[config.mk]
export PLATFORM = sky130hd
export DESIGN_NAME = pe_sequencer
export DESIGN_NICKNAME = d
export VERILOG_FILES = /design/src/rtl/mm_pkg.sv /design/src/rtl/pe_sequencer.sv
export SDC_FILE = /design/constraint.sdc
export NUM_CORES = 1
export LEC_CHECK = 0
export CORE_MARGIN = 8
export CORE_UTILIZATION = 40
export DETAILED_ROUTE_END_ITERATION = 8
export PLACE_DENSITY_LB_ADDON = 0.1
export SETUP_SLACK_MARGIN = 0.1
export SLEW_MARGIN = 20
export SYNTH_ARGS = -nofsm -noshare
export SYNTH_HDL_FRONTEND = slang
export SYNTH_SLANG_ARGS = --single-unit
[constraint.sdc]
create_clock -name clk -period 2.7 [get_ports clk]
set_clock_uncertainty 0.05 [all_clocks]
set_input_delay 0.27 -clock clk [delete_from_list [all_inputs] [get_ports clk]]
set_output_delay 0.27 -clock clk [all_outputs]
set_load 0.05 [all_outputs]
[src/rtl/mm_pkg.sv]
// mm_pkg: shared types and default timing for the PE sequencer
package mm_pkg;
  typedef logic [31:0] float32_t;
  typedef enum logic [2:0] {IDLE, CLEAR, FETCH, MULT, ADD, OUT, WAIT, RESP} seq_state_t;
  localparam int MULT_CYC_D = 5;
  localparam int ADD_CYC_D = 7;
  localparam int OUT_LAT_D = 1;
  localparam int KW_D = 4;
  function automatic int max3(input int a, input int b, input int c);
    return a > b ? (a > c ? a : c) : (b > c ? b : c);
  endfunction
endpackage

[src/rtl/pe_sequencer.sv]
// pe_sequencer: sequences a K-term dot product through the PE (clear, fetch, mult, add, out) and returns Cout via valid/ready
//   clk, reset(active-low sync) | start, k_len: job request | op_valid/op_ready, op_a, op_b: operand stream
//   pe_reset, pe_mult_en, pe_add_en, pe_out_en, pe_ain, pe_bin -> PE | pe_cout, pe_overflow <- PE
//   res_valid/res_ready, res_data, res_ovf: result | busy: not IDLE
module pe_sequencer
  import mm_pkg::*;
#(
  parameter int MULT_CYC = MULT_CYC_D,
  parameter int ADD_CYC = ADD_CYC_D,
  parameter int OUT_LAT = OUT_LAT_D,
  parameter int KW = KW_D
) (
  input  logic          clk,
  input  logic          reset,
  input  logic          start,
  input  logic [KW-1:0] k_len,
  input  logic          op_valid,
  output logic          op_ready,
  input  float32_t      op_a,
  input  float32_t      op_b,
  output logic          pe_reset,
  output logic          pe_mult_en,
  output logic          pe_add_en,
  output logic          pe_out_en,
  output float32_t      pe_ain,
  output float32_t      pe_bin,
  input  float32_t      pe_cout,
  input  logic          pe_overflow,
  output logic          res_valid,
  input  logic          res_ready,
  output float32_t      res_data,
  output logic          res_ovf,
  output logic          busy
);
  localparam int CW = $clog2(max3(MULT_CYC, ADD_CYC, OUT_LAT) + 1);
  seq_state_t state, state_n;
  logic [CW-1:0] cnt, lim;
  logic [KW-1:0] terms;
  logic sticky, done, accept;
  always_comb begin
    lim = state == MULT ? CW'(MULT_CYC - 1) : state == ADD ? CW'(ADD_CYC - 1) : CW'(OUT_LAT - 1);
    done = cnt == lim;
    // op_ready is registered, so it is only ever high while in FETCH
    accept = op_valid & op_ready;
    busy = state != IDLE;
    state_n = state;
    case (state)
      IDLE:  state_n = start && k_len != '0 ? CLEAR : IDLE;
      CLEAR: state_n = FETCH;
      FETCH: state_n = accept ? MULT : FETCH;
      MULT:  state_n = done ? ADD : MULT;
      ADD:   state_n = done ? (terms == KW'(1) ? OUT : FETCH) : ADD;
      OUT:   state_n = WAIT;
      WAIT:  state_n = done ? RESP : WAIT;
      RESP:  state_n = res_ready ? IDLE : RESP;
      default: state_n = IDLE;
    endcase
  end
  always_ff @(posedge clk) begin
    if (!reset) begin
      state <= IDLE;
      cnt <= '0;
      terms <= '0;
      sticky <= 1'b0;
      op_ready <= 1'b0;
      pe_reset <= 1'b1;
      pe_mult_en <= 1'b0;
      pe_add_en <= 1'b0;
      pe_out_en <= 1'b0;
      pe_ain <= '0;
      pe_bin <= '0;
      res_valid <= 1'b0;
      res_data <= '0;
      res_ovf <= 1'b0;
    end else begin
      state <= state_n;
      // phase counter restarts on every state change; wrap while idling/stalling is harmless
      cnt <= state_n != state ? '0 : cnt + 1'b1;
      if (state == IDLE && state_n == CLEAR) terms <= k_len;
      else if (state == ADD && done) terms <= terms - 1'b1;
      sticky <= state == CLEAR ? 1'b0 : sticky | (state == ADD && pe_overflow);
      // ready rises one cycle after entering FETCH, giving a flopped handshake output
      op_ready <= state == FETCH && !accept;
      if (accept) begin
        pe_ain <= op_a;
        pe_bin <= op_b;
      end
      pe_reset <= state_n == CLEAR;
      pe_mult_en <= state_n == MULT;
      pe_add_en <= state_n == ADD;
      pe_out_en <= state_n == OUT;
      res_valid <= state_n == RESP;
      if (state == WAIT && done) begin
        res_data <= pe_cout;
        res_ovf <= sticky;
      end
    end
  end
endmodule

==> results by group <==
Outcome
  • Outcome: finished clean

Routing
  • Vias per cell: around 5
  • Vias: about 4,300
  • Residual DRC: 0
  • Post-route ant nets: 0
  • Avg WL per Cell: 15.5 µm
  • Final WL: 13,700 µm
  • Drt first pass iters: 4
  • 1st-iter DRT viols: 281

Clock network
  • TritonCTS Buffers: 17
  • Clock Pin Slew Worst Setup and Hold Paths: roughly 0.06 ns
  • Cts hold-fix bufs: 0
  • H-tree depth: 4
  • Post CTS Setup Buffer Count: 0
  • Clock tree root buffer cell: clkbuf_8
  • Worst skew pair latency: around 0.50 ns
  • Clock buffer depth: 2
  • CTS tree: yes
  • Clk sinks: 114

Worst setup path
  • Crit path DAT: between 2 and 3 ns
  • CP cell instances: or3b_1, or4_4, a221oi_4, nor3_1
  • Critical Path Fanout Max: 19
  • CP max-delay cell: dfxtp_1
  • Slowest stage delay, CP: approximately 0.67 ns
  • CP bufs+invs: 0
  • Kind of cell adding the most delay to the critical path: simple AND/OR/NAND/NOR gates
  • Worst Path Required: 3.03 ns
  • Startpoint types: register
  • Setup CP Type: reg -> reg
  • Crit. End Element: register

Power and ir drop
  • Combinational share of power: 13.3%
  • Share of power burned in registers: 41.7%
  • Clock power share: 45.0%
  • Worst vdd ir: 0.304 mV
  • Internal power: approximately 0.0032 W
  • P per Cell Area: 609 nW/µm²
  • Static Leakage: 2.40 nW
  • Net Sw Frac: about a quarter
  • Sw power: 0.00105 W

Floorplanning
  • Die H: 120 µm
  • Core area: 10,700 µm²
  • Die X: 120 µm
  • IO Pins: 210
  • DIE AREA: between 10,000 and 15,000 µm²
  • Initial Utilization: approximately two fifths
  • Row count: 38

Cells and area
  • Number of nets in the layout: 843
  • # fillers: between 900 and 1,000
  • Ratio of cells with drive above 1 in the final layout: approximately 6.3%
  • Final core utilization: between 60% and 70%
  • Non-Filler Instances: 885
  • Ant. Diodes: 0
  • Area delta synth->final: 63.7%

Placed design
  • Post-Place Cells: about 860
  • Dpl ws: 0.488 ns
  • Port Buffer Count: 209
  • Post-DP HPWL: 10,000 µm
  • Gpl congestion: between 0.8 and 0.9

Synthesis
  • Multiplexer share of the synthesized area: 0%
  • XOR/XNOR share of the synthesized area: 1.02%
  • Syn nets: 645
  • Unique masters post-synth: 53
  • FF+latch count, synth: 114
  • Post-synth EDFFs: 0
  • Post-synthesis sequential area ratio: 53.1%
  • Avg Inst Size Synth: 8.01 µm²
  • Synth Flop Type: dfxtp_1
  • Adder-Cell Fraction of Synth Area: less than 1%
  • Async set or reset register ratio after synthesis: 0%
  • Synth Area in Simple Gates: 24.8%
  • Largest family of logic cells by synthesized area: simple AND/OR/NAND/NOR gates
  • Post-synthesis instance area: 4300 µm²
  • Mapped Cells: 536
  • Post-synthesis compound-gate area fraction: 16.2%
  • Yosys warning total: 0

GRT
  • Grt ovf: 0
  • Pin count of the biggest net entering global routing: 60
  • Vias in the first global route: between 4,000 and 5,000
  • All-Layer GR Usage: 18.5%
  • Initial antenna violation count: 0
  • First-pass GRT wire length: 21,400 µm

Run
  • Total of max-cap violations: 0

STA
  • Slew HR: between 60 and 70%
  • Max Freq: around 450 MHz
  • Pins Over Slew Limit: 0
  • Setup WS post-layout: 0.468 ns
  • Final worst-path cycle share: 82.7%
  • RSZ-0062 raised after global routing: no
  • Final setup vio count: 0
  • Final min period: 2.23 ns
  • Worst-case hold slack: between 0.2 and 0.3 ns
  • Worst slew pin tran: just under 0.6 ns
  • Final hold viol count: 0
  • Setup_tns: 0 ns

Hold path
  • Hold Crit Class: in -> reg
[layout make-up]
cell class	count	area [µm²]	area share (%)
clock buffer	25	494	7.03
tap	140	175	2.49
timing repair buffer	216	2180	31.1
multi-input combinational	380	1850	26.3
sequential	114	2280	32.5
inverter	5	20.0	0.285
clock inverter	5	27.5	0.391
[cells by family after synthesis]
family / count (synthesis)
and+or+nand+nor: 250
AOI/OAI and AO/OA: 122
DFF: 114
buffers and inverters: 42
xor gates and xnor gates: 5
adders and majority gates: 3
[synth_stat cells, types with 3 or more instances]
cell / instances / share of area (%)
a211oi_1: 3 / 0.52
a21oi_1: 101 / 12
buf_1: 5 / 0.44
clkbuf_1: 29 / 2.5
dfxtp_1: 114 / 53
ha_1: 3 / 0.87
inv_1: 3 / 0.26
nand2_1: 204 / 18
nand2b_1: 3 / 0.44
nand3_1: 3 / 0.35
nor2_1: 9 / 0.79
nor3_1: 5 / 0.58
xnor2_1: 3 / 0.61
[sequential cells by signal, indices dropped and copies added (netlist names), 3 cells and up]
| register | count |
|---|---|
| terms | 4 |
| pe_bin | 32 |
| state | 3 |
| pe_ain | 32 |
| cnt | 3 |
| res_data | 32 |
[worst register-to-register path, delay by kind of cell, from the launching register on]
| kind | cells | cell delay (ns) |
|---|---|---|
| AO/OA/AOI/OAI | 1 | 0.34 |
| flip-flops | 1 | 0.67 |
| AND/OR/NAND/NOR | 3 | 1.06 |
[metal layers]
layer  GRT usage [%]  routed length [µm]  vias to the layer above
met4            6.56                 331                        0
li1                -                   -                     2176
met5               0                   0                        -
met3            9.91                1420                       24
met2            29.9                6510                      175
met1            20.3                5470                     1972
[what timing repair did]
item | CTS | global route
resized for setup | 2 | 1
endpoints found under the setup margin | 1 | 1
endpoints found under the hold margin | 0 | 0
[path summary, 6_finish.rpt]
path	from	to	slack, ns	depth (start not counted)
max	state[2]	cnt[2]	0.47	4
min	pe_cout[25]	res_data[25]	0.26	3
max reg2reg	state[2]	cnt[2]	0.47	4
min reg2reg	pe_ain[17]	pe_ain[17]	0.40	2
[power by group through the flow]
| stage | clock network (W) | registers [W] | logic (W) |
|---|---|---|---|
| CTS | 0.00198 | 0.00178 | 0.000572 |
| global placement | 0 | 0.00181 | 0.000560 |
| global route | 0.00208 | 0.00179 | 0.000612 |
| detailed placement | 0 | 0.00182 | 0.000568 |
| floorplan | 0 | 0.00189 | 0.000218 |
| finish | 0.00193 | 0.00179 | 0.000570 |
[placed cells by master, fill, tap and decap left out, types with 3 or more instances in the layout]
cell type        netlist  layout
xnor2_1                3       3
clkbuf_1              29       3
nor2_1                 9       9
nand2b_1               3       3
buf_12                 0       3
nand2_1              204     203
buf_4                  1       4
clkinv_2               0       5
inv_1                  3       3
clkbuf_16              0      16
nand3_1                3       3
ha_1                   3       3
a211oi_1               3       3
dfxtp_1              114     112
clkdlybuf4s50_1        0     208
clkbuf_8               0       6
a21oi_1              101     101
nor3_1                 5       5
[metrics by stage]
| step | area [µm²] | power, W |
|---|---|---|
| 2_1_floorplan | 4300 | 0.00211 |
| 3_3_place_gp | 6510 | 0.00237 |
| 3_5_place_dp | 6510 | 0.00239 |
| 4_1_cts | 7030 | 0.00434 |
| 5_1_grt | 7030 | 0.00449 |
| 6_report | 7030 | 0.00429 |
(Power assumes the default switching activity.)
